==> src/rtl/if_stage.sv <==
// Instruction-fetch stage: drives word fetches over a req/ack handshake, advances the PC,
// and fills the IF/ID register through a one-entry skid buffer, discarding work on redirects.
module if_stage #(
    parameter logic [31:0] RESET_PC = 32'h0000_3000
) (
    input  logic        clk,
    input  logic        rst,
    input  logic [31:0] pc_i,
    input  logic [31:0] npc_i,
    output logic        pc_adv,
    output logic        imem_req,
    output logic [31:0] imem_addr,
    input  logic        imem_ack,
    input  logic [31:0] imem_rdata,
    input  logic        stall_i,
    input  logic        flush_i,
    output logic        if_id_valid,
    output logic [31:0] if_id_instr,
    output logic [31:0] if_id_pc,
    output logic [31:0] if_id_pc4
);

    typedef enum logic [1:0] {
        IDLE = 2'd0,
        REQ  = 2'd1,
        HOLD = 2'd2,
        DROP = 2'd3
    } state_e;

    state_e      state_q, state_d;
    logic [31:0] addr_q, addr_d;
    logic        valid_q, valid_d;
    logic [31:0] instr_q, instr_d;
    logic [31:0] ipc_q, ipc_d;
    logic [31:0] skid_instr_q, skid_instr_d;
    logic [31:0] skid_pc_q, skid_pc_d;
    logic        ld_mem;
    logic        ld_skid;

    always_comb begin
        state_d      = state_q;
        addr_d       = addr_q;
        skid_instr_d = skid_instr_q;
        skid_pc_d    = skid_pc_q;
        pc_adv       = 1'b0;
        imem_req     = 1'b0;
        ld_mem       = 1'b0;
        ld_skid      = 1'b0;

        case (state_q)
            IDLE: begin
                state_d = REQ;
                if (flush_i) begin
                    pc_adv = 1'b1;
                    addr_d = npc_i;
                end
            end
            REQ: begin
                imem_req = 1'b1;
                if (imem_ack) begin
                    pc_adv = 1'b1;
                    addr_d = npc_i;
                    if (!flush_i) begin
                        if (!valid_q || !stall_i) begin
                            ld_mem = 1'b1;
                        end else begin
                            skid_instr_d = imem_rdata;
                            skid_pc_d    = addr_q;
                            state_d      = HOLD;
                        end
                    end
                end else if (flush_i) begin
                    // Address must stay stable until ack, so only the PC takes the target.
                    pc_adv  = 1'b1;
                    state_d = DROP;
                end
            end
            DROP: begin
                imem_req = 1'b1;
                if (flush_i) begin
                    pc_adv = 1'b1;
                end
                if (imem_ack) begin
                    // A redirect landing on the same edge moves the PC again; follow it.
                    addr_d  = flush_i ? npc_i : pc_i;
                    state_d = REQ;
                end
            end
            HOLD: begin
                if (flush_i) begin
                    pc_adv  = 1'b1;
                    addr_d  = npc_i;
                    state_d = REQ;
                end else if (!stall_i) begin
                    ld_skid = 1'b1;
                    state_d = REQ;
                end
            end
            default: state_d = IDLE;
        endcase
    end

    // IF/ID register: flush beats any load, a stalled valid entry holds, otherwise bubble.
    always_comb begin
        valid_d = valid_q;
        instr_d = instr_q;
        ipc_d   = ipc_q;
        if (flush_i) begin
            valid_d = 1'b0;
        end else if (ld_mem) begin
            valid_d = 1'b1;
            instr_d = imem_rdata;
            ipc_d   = addr_q;
        end else if (ld_skid) begin
            valid_d = 1'b1;
            instr_d = skid_instr_q;
            ipc_d   = skid_pc_q;
        end else if (!(stall_i && valid_q)) begin
            valid_d = 1'b0;
        end
    end

    always_ff @(posedge clk or negedge rst) begin
        if (!rst) begin
            state_q      <= IDLE;
            addr_q       <= RESET_PC;
            valid_q      <= 1'b0;
            instr_q      <= 32'd0;
            ipc_q        <= 32'd0;
            skid_instr_q <= 32'd0;
            skid_pc_q    <= 32'd0;
        end else begin
            state_q      <= state_d;
            addr_q       <= addr_d;
            valid_q      <= valid_d;
            instr_q      <= instr_d;
            ipc_q        <= ipc_d;
            skid_instr_q <= skid_instr_d;
            skid_pc_q    <= skid_pc_d;
        end
    end

    assign imem_addr   = addr_q;
    assign if_id_valid = valid_q;
    assign if_id_instr = instr_q;
    assign if_id_pc    = ipc_q;
    assign if_id_pc4   = ipc_q + 32'd4;

endmodule

==> config.mk <==
export PLATFORM = sky130hd
export DESIGN_NAME = if_stage
export DESIGN_NICKNAME = d
export VERILOG_FILES = /design/src/rtl/if_stage.sv
export SDC_FILE = /design/constraint.sdc
export NUM_CORES = 1
export LEC_CHECK = 0
export ABC_CLOCK_PERIOD_IN_PS = 2400
export CAP_MARGIN = 20
export CORE_UTILIZATION = 47
export DETAILED_ROUTE_END_ITERATION = 10
export PLACE_DENSITY_LB_ADDON = 0.12
export SLEW_MARGIN = 10
export SYNTH_ARGS = -nofsm -noshare
export SYNTH_HDL_FRONTEND = slang
export SYNTH_SLANG_ARGS = --single-unit
==> constraint.sdc <==
create_clock -name clk -period 2.4 [get_ports clk]
set_clock_uncertainty 0.1 [all_clocks]
set_input_delay 0.72 -clock clk [delete_from_list [all_inputs] [get_ports clk]]
set_output_delay 0.72 -clock clk [all_outputs]
set_load 0.01 [all_outputs]
# ---- Word-level counts from Yosys, hierarchy flattened
# Index checks and enable logic that the tools add are counted.
dict set report word_totals {
  reg_bits 163
}
dict set report classes {
  reduce_logical 13
  n_bitwise 2
  eq_ne 11
  add_sub_neg 1
  mux 32
}
# cell n
set ops {}
lappend ops {{$mux W32} 8}
lappend ops {{$pmux W32 S3} 1}
lappend ops {{$add A32 B3 Y32 const B} 1}
lappend ops {{$mux W1} 14}
lappend ops {{$mux W2} 7}
lappend ops {{$ne A3 B3 Y1 const B} 4}
lappend ops {{$pmux W2 S4} 1}
lappend ops {{$reduce_and A5 Y1} 1}
lappend ops {{$eq A2 B2 Y1 const B} 2}
lappend ops {{$ne A2 B2 Y1 const B} 2}
lappend ops {{$ne A4 B4 Y1 const B} 1}
lappend ops {{$reduce_and A4 Y1} 1}
lappend ops {{$reduce_or A2 Y1} 2}
lappend ops {{$reduce_and A3 Y1} 1}
lappend ops {{$reduce_or A3 Y1} 1}
lappend ops {{$eq A2 B1 Y1 const B} 1}
lappend ops {{$logic_not A1 Y1} 2}
lappend ops {{$logic_not A2 Y1} 1}
lappend ops {{$ne A2 B1 Y1 const B} 1}
lappend ops {{$not A1 Y1} 2}
lappend ops {{$pmux W1 S2} 1}
lappend ops {{$reduce_and A2 Y1} 1}
lappend ops {{$reduce_bool A2 Y1} 1}
lappend ops {{$logic_and A1 B1 Y1} 1}
lappend ops {{$logic_or A1 B1 Y1} 1}

# ---- Logic depth before layout (Yosys ltp)
# Gate-level depths: netlist of the first run.
dict set report depth {
  ltp_word 8
  mapped_depth 8
  ltp_nobuf 5
}

# ---- Least setup slack after synthesis of the first run
# OpenSTA, ideal clock, no wires.
dict set report synth_path {
  path_kind {flip-flop to output port}
  startpoint {register ipc_q[5], in the netlist if_id_pc[5]}
  endpoint {output port if_id_pc4[28]}
  arrival_time_ns 1.619
  required_ns 1.580
  stages_incl_launch_ff 7
  path_buffers 2
  slack_ns -0.039
  cell_sequence {dfrtp_1 > clkbuf_2 > and4_1 > nand4_1 > buf_2 > nor4_1 > xor2_1}
}
dict set report synth_between {
  elab_chain_cells 1
}
# element line_no
set synth_rtl {}
lappend synth_rtl {{from (decl)} 34} ;# logic [31:0] ipc_q, ipc_d;
lappend synth_rtl {{from (signal assigned)} 137} ;# ipc_q <= ipc_d;
lappend synth_rtl {{$add A32 B3 Y32} 147} ;# assign if_id_pc4 = ipc_q + 32'd4;
lappend synth_rtl {{to (decl)} 20} ;# output logic [31:0] if_id_pc4
# Every way passes these cells.

# ---- Final worst setup path of the first run
dict set report layout_path {
  startpoint {register ipc_q[3], in the netlist if_id_pc[3]}
  endpoint {output port if_id_pc4[26]}
}
# Same word-level chain as after synthesis.

==> flow_metrics.env, run 1 <==
export IMPL_status="finished, violations left"
export IMPL_violations="negative setup slack"
export IMPL_cts_buffer_depth=2
export IMPL_syn_avg_cell_area_um2=10.9
export IMPL_synthesis_instances=670
export IMPL_numPortBuffers=231
export IMPL_critPathCaptureType="primary output"
export IMPL_routabilityCongestion=0.816
export IMPL_ant_nets=0
export IMPL_multi_input_comb_area_um2=3310
export IMPL_comb_power_share_pct=30.1
export IMPL_core_area_um2=15200
export IMPL_dp_hpwl_um=14700
export IMPL_intPower_w=0.00665
export IMPL_layout_drive_gt1_share_pct=27.9
export IMPL_antenna_found_initial=0
export IMPL_cts_tree="built"
export IMPL_insertion_delay_ps=410
export IMPL_vias=6415
export IMPL_worstRegToRegCells=6
export IMPL_cts_inserted_buffers=17
export IMPL_power_w=0.00929
export IMPL_die_w_um=127
export IMPL_synthTopCellsByArea="dfrtp_1 (55%), mux2_2 (9.9%), nand2_1 (7.1%), a22oi_1 (4.8%), mux2i_1 (4.5%)"
export IMPL_setup_viol=26
export IMPL_fin_ws_ps=-497
export IMPL_wl_per_cell_um=18.2
export IMPL_place_ws_ps=-448
export IMPL_grt_pass1_vias=6628
export IMPL_crit_fanout=3
export IMPL_area_growth_pct=56.8
export IMPL_final_net_count=1082
export IMPL_switchingPower_w=0.00264
export IMPL_track_usage_pct=27.4
export IMPL_ys_flop_type="dfrtp_1"
export IMPL_cts_max_level=4
export IMPL_die_area_um2=16000
export IMPL_clkPwrFrac_pct=29.8
export IMPL_hold_violations=0
export IMPL_placed_area_um2=10400
export IMPL_maxSlewHeadroom_pct=67.0
export IMPL_initial_core_util_pct=48.1
export IMPL_root_buffer="clkbuf_16"
export IMPL_netlist_area_um2=7310
export IMPL_cp_required_ps=1580
export IMPL_io_pins=232
export IMPL_layout_commonest_cell="clkdlybuf4s50_1"
export IMPL_synth_top_area_cell="dfrtp_1"
export IMPL_sw_frac_of_total_pct=28.4
export IMPL_holdBufCountCts=0
export IMPL_dieHeight_um=127
export IMPL_regArea_um2=4080
export IMPL_slew_viol_final=0
export IMPL_layout_common_cells="clkdlybuf4s50_1 (196), dfrtp_1 (159), nand2_1 (136)"
export IMPL_worst_setup_path_start_kind="flop"
export IMPL_synth_nets=772
export IMPL_clkSinkCount=163
export IMPL_grt_overflow_total=0
export IMPL_ys_async_sr_fraction_pct=100
export IMPL_crit_type="reg -> out"
export IMPL_ir_drop_uv=542
export IMPL_power_density_nw_per_um2=811
export IMPL_fin_area_um2=11500
export IMPL_synth_edf_count=0
export IMPL_pwr_share_seq_pct=40.1
export IMPL_cellLeakagePower_nw=5.41
export IMPL_critPathArrivalTime_ps=2080
export IMPL_ys_seq_elements=163
export IMPL_tns_ps=-7910
export IMPL_fillers=1014
export IMPL_yosys_area_top_type_share_pct=55.1
export IMPL_tightest_slew_ps=495
export IMPL_ys_types=37
export IMPL_rsz0062_at_grt="yes"
export IMPL_hp_class="in -> async"
export IMPL_drc_errors=0
export IMPL_finalWirelength_um=21400
export IMPL_grt_max_degree=51
export IMPL_yosys_warnings=0
export IMPL_clkTransAtPathRegs_ps=60
export IMPL_grt_pass1_wl_um=34100
export IMPL_ys_seq_area_share_pct=55.9
export IMPL_drtIter0Drc=326
export IMPL_fmax_ghz=0.345
export IMPL_fin_crit_sh_pct=121
export IMPL_avgViaCountPerCell=5.44
export IMPL_placementRows=45
export IMPL_dr_pass1_iters=6
export IMPL_regToRegSetupSlack_ps=490
export IMPL_hold_ws_ps=138
export IMPL_maxCapViolCount=0
export IMPL_period_needed_ps=2900
export IMPL_diodes=0
[path summary, 6_finish.rpt]
check,from,to
max reg2reg,state_q[0],if_id_pc[20]
min reg2reg,if_id_instr[6],if_id_instr[6]
max in group asynchronous,rst,state_q[0]
min in group clk,if_id_instr[6],if_id_instr[6]
min,rst,if_id_pc[2]
max,if_id_pc[3],if_id_pc4[26]
[state kept, by name (all words and copies together), names as in the netlist]
register	count
skid_pc_q	32
skid_instr_q	32
if_id_instr	32
if_id_pc	32
state_q	2
if_id_valid	1
imem_addr	32
[worst max-delay path: stages, from the launching register on]
cell and delay [ps]:
dfrtp_1 380, ha_2 190, and2_4 150, buf_6 110, nand3_4 120, nor4_4 340
xor2_1 200, buf_2 160
[cells in the mapped netlist (all sizes together), types with 11 or more instances]
| cell type | number |
|---|---|
| o22ai | 15 |
| a22oi | 47 |
| buf | 24 |
| nand2 | 139 |
| clkbuf | 19 |
| xnor2 | 11 |
| mux2i | 33 |
| o21ai | 38 |
| dfrtp | 161 |
| xor2 | 17 |
| nor2 | 36 |
| mux2 | 64 |
[through the flow]
step                      cells  util, %
final                      1179     75.3
after global routing       1179     75.3
after CTS                  1173     74.7
after detailed placement   1126     68.5
after global placement     1126     68.5
after floorplan             670        -
[layout make-up]
class	count	share of cell area (%)
clock inverter	10	1.39
inverter	5	0.164
multi-input combinational	459	28.9
sequential	163	35.7
tap	188	2.05
clock buffer	20	3.90
timing repair buffer	334	27.9
[power groups by stage]
stage	Clock, W	Sequential, W	Combinational, W
2_1_floorplan	0	0.00388	0.000869
3_3_place_gp	0	0.00370	0.00263
3_5_place_dp	0	0.00374	0.00270
4_1_cts	0.00282	0.00371	0.00273
5_1_grt	0.00293	0.00379	0.00300
6_report	0.00277	0.00372	0.00280
[cells by family after synthesis]
| logic type | count (synthesis) | synth area share, % |
|---|---|---|
| adders and majority gates | 1 | 0.171 |
| DFF | 163 | 55.9 |
| and+or+nand+nor | 226 | 13.3 |
| buffers and inverters | 48 | 3.49 |
| xor gates and xnor gates | 28 | 3.36 |
| AOI/OAI and AO/OA | 107 | 9.45 |
| muxes | 97 | 14.4 |
[timing repair]
item / CTS / global route
gates cloned: 0 / 0
buffers inserted: 17 / 9
setup endpoints to repair: 31 / 30
resized for setup: 185 / 17
pin swaps: 35 / 15
[layer usage]
metal / vias up / wire (µm) / track usage [%]
li1: 2960 / - / -
met1: 3207 / 8890 / 34.0
met2: 221 / 11000 / 47.9
met3: 27 / 1120 / 5.99
met4: 0 / 366 / 8.33
met5: - / 0 / 0
(Power assumes the default switching activity.)
==> run 2, diff against run 1 <==
--- a/config.mk
+++ b/config.mk
@@ -6,7 +6,8 @@
 export NUM_CORES = 1
 export LEC_CHECK = 0
+export ABC_AREA = 1
 export ABC_CLOCK_PERIOD_IN_PS = 2400
 export CAP_MARGIN = 20
-export CORE_UTILIZATION = 47
+export CORE_UTILIZATION = 48
 export DETAILED_ROUTE_END_ITERATION = 10
 export PLACE_DENSITY_LB_ADDON = 0.12
==> constraint.sdc (replaced) <==
create_clock -name clk -period 2.4 [get_ports clk]
set_clock_uncertainty 0.1 [all_clocks]
set_input_delay 0.72 -clock clk [delete_from_list [all_inputs] [get_ports clk]]
set_output_delay 0.72 -clock clk [all_outputs]
set_load 0.05 [all_outputs]
==> run 2 against run 1 <==
  * Sequential share of layout area is 2.7 points lower
  * Clock-buffer cell count is 2 lower
  * First-iteration DRC count is 92% higher
  * Worst setup slack better by 88 ps
  * Die area is 4.9% higher
  * Power is 89% higher
  * Register-to-register slack better by 120 ps
  * The flow still finishes with violations (negative setup slack)
  * Wire length is 23% higher
  * Synthesized area is 7.2% higher
  * Cell area is 9.1% higher
  * Critical endpoint unchanged
  * Critical path type unchanged
  * Highest routed layer unchanged
  * Largest power group is now combinational logic
  * Sequential power is 31% higher
==> flow_metrics.env, run 2 <==
export IMPL_status="finished, violations left"
export IMPL_violations="negative setup slack"
export IMPL_critPathCaptureType="primary output"
export IMPL_final_net_count=1344
export IMPL_place_ws_ps=-145
export IMPL_crit_type="reg -> out"
export IMPL_critPathArrivalTime_ps=1990
export IMPL_dieHeight_um=130
export IMPL_track_usage_pct=30.4
export IMPL_clkSinkCount=163
export IMPL_layout_drive_gt1_share_pct=27.6
export IMPL_core_area_um2=15900
export IMPL_maxCapViolCount=0
export IMPL_yosys_cell_count_top_type="nand2_1"
export IMPL_avgViaCountPerCell=5.54
export IMPL_yosys_top_cells_count="nand2_1 (243), dfrtp_1 (161), nor2_1 (109)"
export IMPL_fin_area_um2=12500
export IMPL_utilization_pct=78.7
export IMPL_diodes=0
export IMPL_fillers=1072
export IMPL_grt_max_degree=56
export IMPL_fmax_ghz=0.356
export IMPL_drtIter0Drc=625
export IMPL_numPortBuffers=231
export IMPL_wl_per_cell_um=17.9
export IMPL_grt_overflow_total=0
export IMPL_ys_seq_elements=163
export IMPL_slew_viol_final=0
export IMPL_ys_async_sr_fraction_pct=100
export IMPL_rsz0062_at_grt="yes"
export IMPL_multi_input_comb_area_um2=3880
export IMPL_synth_edf_count=0
export IMPL_layout_commonest_cell="nand2_1"
export IMPL_cellLeakagePower_nw=5.72
export IMPL_ant_nets=0
export IMPL_root_buffer="clkbuf_16"
export IMPL_maxSlewHeadroom_pct=64.7
export IMPL_syn_avg_cell_area_um2=8.14
export IMPL_crit_path_cell_trace="buf_4 -> ha_4 -> inv_4 -> nor2_4 -> nand2_4 -> buf_6 -> inv_1 -> nand2_1 -> nand2_1 -> nand2_2 -> buf_12"
export IMPL_holdBufCountCts=0
export IMPL_layout_common_cells="nand2_1 (198), dfrtp_1 (135), buf_4 (116)"
export IMPL_fin_crit_sh_pct=117
export IMPL_placed_area_um2=11200
export IMPL_crit_fanout=3
export IMPL_die_area_um2=16800
export IMPL_worst_setup_path_start_kind="flop"
export IMPL_drc_errors=0
export IMPL_initial_core_util_pct=49.3
export IMPL_synthTopCellsByArea="dfrtp_1 (51%), nand2_1 (12%), nand3_1 (6.1%), nor2_1 (5.2%), o21ai_0 (5.0%)"
export IMPL_hold_violations=0
export IMPL_clkTransAtPathRegs_ps=70
export IMPL_insertion_delay_ps=420
export IMPL_grt_pass1_vias=7936
export IMPL_cpMostUsedCell="nand2_1"
export IMPL_ys_seq_area_share_pct=52.1
export IMPL_reg2reg_to="imem_addr[21]"
export IMPL_period_needed_ps=2810
export IMPL_finalWirelength_um=26300
export IMPL_placementRows=46
export IMPL_grt_pass1_wl_um=39400
export IMPL_cts_max_level=4
export IMPL_slowest_stage="dfrtp_2"
export IMPL_setup_viol=27
export IMPL_fin_ws_ps=-409
export IMPL_ir_drop_uv=867
export IMPL_die_w_um=130
export IMPL_max_stage_delay_ps=390
export IMPL_cp_required_ps=1580
export IMPL_ys_flop_type="dfrtp_1"
export IMPL_ys_types=28
export IMPL_tightest_slew_ps=532
export IMPL_io_pins=232
export IMPL_cts_buffer_depth=2
export IMPL_tns_ps=-8000
export IMPL_dp_hpwl_um=16800
export IMPL_r2r_start="state_q[1]"
export IMPL_dr_pass1_iters=6
export IMPL_worstRegToRegCells=4
export IMPL_hp_class="in -> async"
export IMPL_cts_inserted_buffers=17
export IMPL_netlist_area_um2=7840
export IMPL_power_density_nw_per_um2=1400
export IMPL_antenna_found_initial=0
export IMPL_area_growth_pct=59.5
export IMPL_regToRegSetupSlack_ps=610
export IMPL_synthesis_instances=963
export IMPL_yosys_warnings=0
export IMPL_regArea_um2=4110
export IMPL_synth_nets=1065
export IMPL_vias=8144
export IMPL_cts_tree="built"
export IMPL_synth_top_area_cell="dfrtp_1"
export IMPL_yosys_area_top_type_share_pct=51.4
export IMPL_routabilityCongestion=0.892
-- run 2: changes by cell type in the layout (fill, tap and decap cells not counted), moves of 43 or more --
| cell | delta |
|---|---|
| clkdlybuf4s50_1 | -98 |
| nand3_1 | +87 |
| inv_1 | +67 |
| mux2_2 | -64 |
| nand2_1 | +62 |
| nor2_1 | +52 |
| a22oi_1 | -47 |
| o211ai_1 | +47 |
| buf_4 | +46 |
| dlygate4sd2_1 | +43 |
-- run 2: per-stage QoR --
step	hold WS (ps)	power, W	std cells
after floorplan	324	0.0103	963
after global placement	362	0.0138	1404
after detailed placement	366	0.0140	1404
after CTS	161	0.0171	1462
after global routing	171	0.0183	1471
final	149	0.0175	1471
-- run 2: logic make-up (layout without fill, tap and decap cells) --
group | Yosys count | in the layout | synth area share, %
AND/OR/NAND/NOR | 464 | 464 | 24.6
AO/OA/AOI/OAI | 181 | 181 | 13.8
flip-flops | 163 | 163 | 52.1
adder cells (fa/ha/maj) | 1 | 1 | 0.160
XOR/XNOR | 15 | 15 | 1.68
buffers and inverters | 139 | 431 | 7.67
-- run 2: final cells by class --
class                   count  share of cell area [%]
clock buffers              18                    3.51
inverters                  78                    2.49
repair buffers            321                    26.8
flip-flops and latches    163                    32.9
well taps                 216                    2.16
multi-input cells         661                    31.0
clock inverters            14                    1.12
-- run 2: metal layers --
metal	vias up	global-route usage, %	wire [µm]
li1	3737	-	-
met1	3920	39.0	10400
met2	402	51.0	13100
met3	85	5.74	1830
met4	0	12.2	913
met5	-	0	0
-- run 2: how the worst max path moves through the flow --
stage                          endpoint   startpoint  slack, ps
after CTS                 if_id_pc4[23]  if_id_pc[2]       -330
after global placement           pc_adv     imem_ack        -90
after floorplan           if_id_pc4[13]  if_id_pc[2]       -230
after detailed placement         pc_adv     imem_ack       -140
after global routing      if_id_pc4[26]  if_id_pc[2]       -490
final                     if_id_pc4[26]  if_id_pc[2]       -410
-- run 2: where the power goes --
group          internal [W]  total (W)  switching [W]  leakage (nW)
Combinational       0.00369     0.0100        0.00631          3.51
Clock               0.00149    0.00267        0.00118         0.281
Sequential          0.00393    0.00487       0.000943          1.93
Total               0.00910     0.0175        0.00844          5.72
-- run 2: worst max-delay path, delay by kind of cell, from the launching register on --
family | cells | cell delay (ps)
buf+inv | 5 | 570
simple gates | 5 | 430
flops | 1 | 390
fa+ha+maj | 1 | 180
-- run 2: repair_timing --
item,4_1_cts,5_1_grt
setup buffers,26,10
pin swaps,24,28
resized for setup,123,49
setup endpoints to repair,73,29
gates cloned,0,0
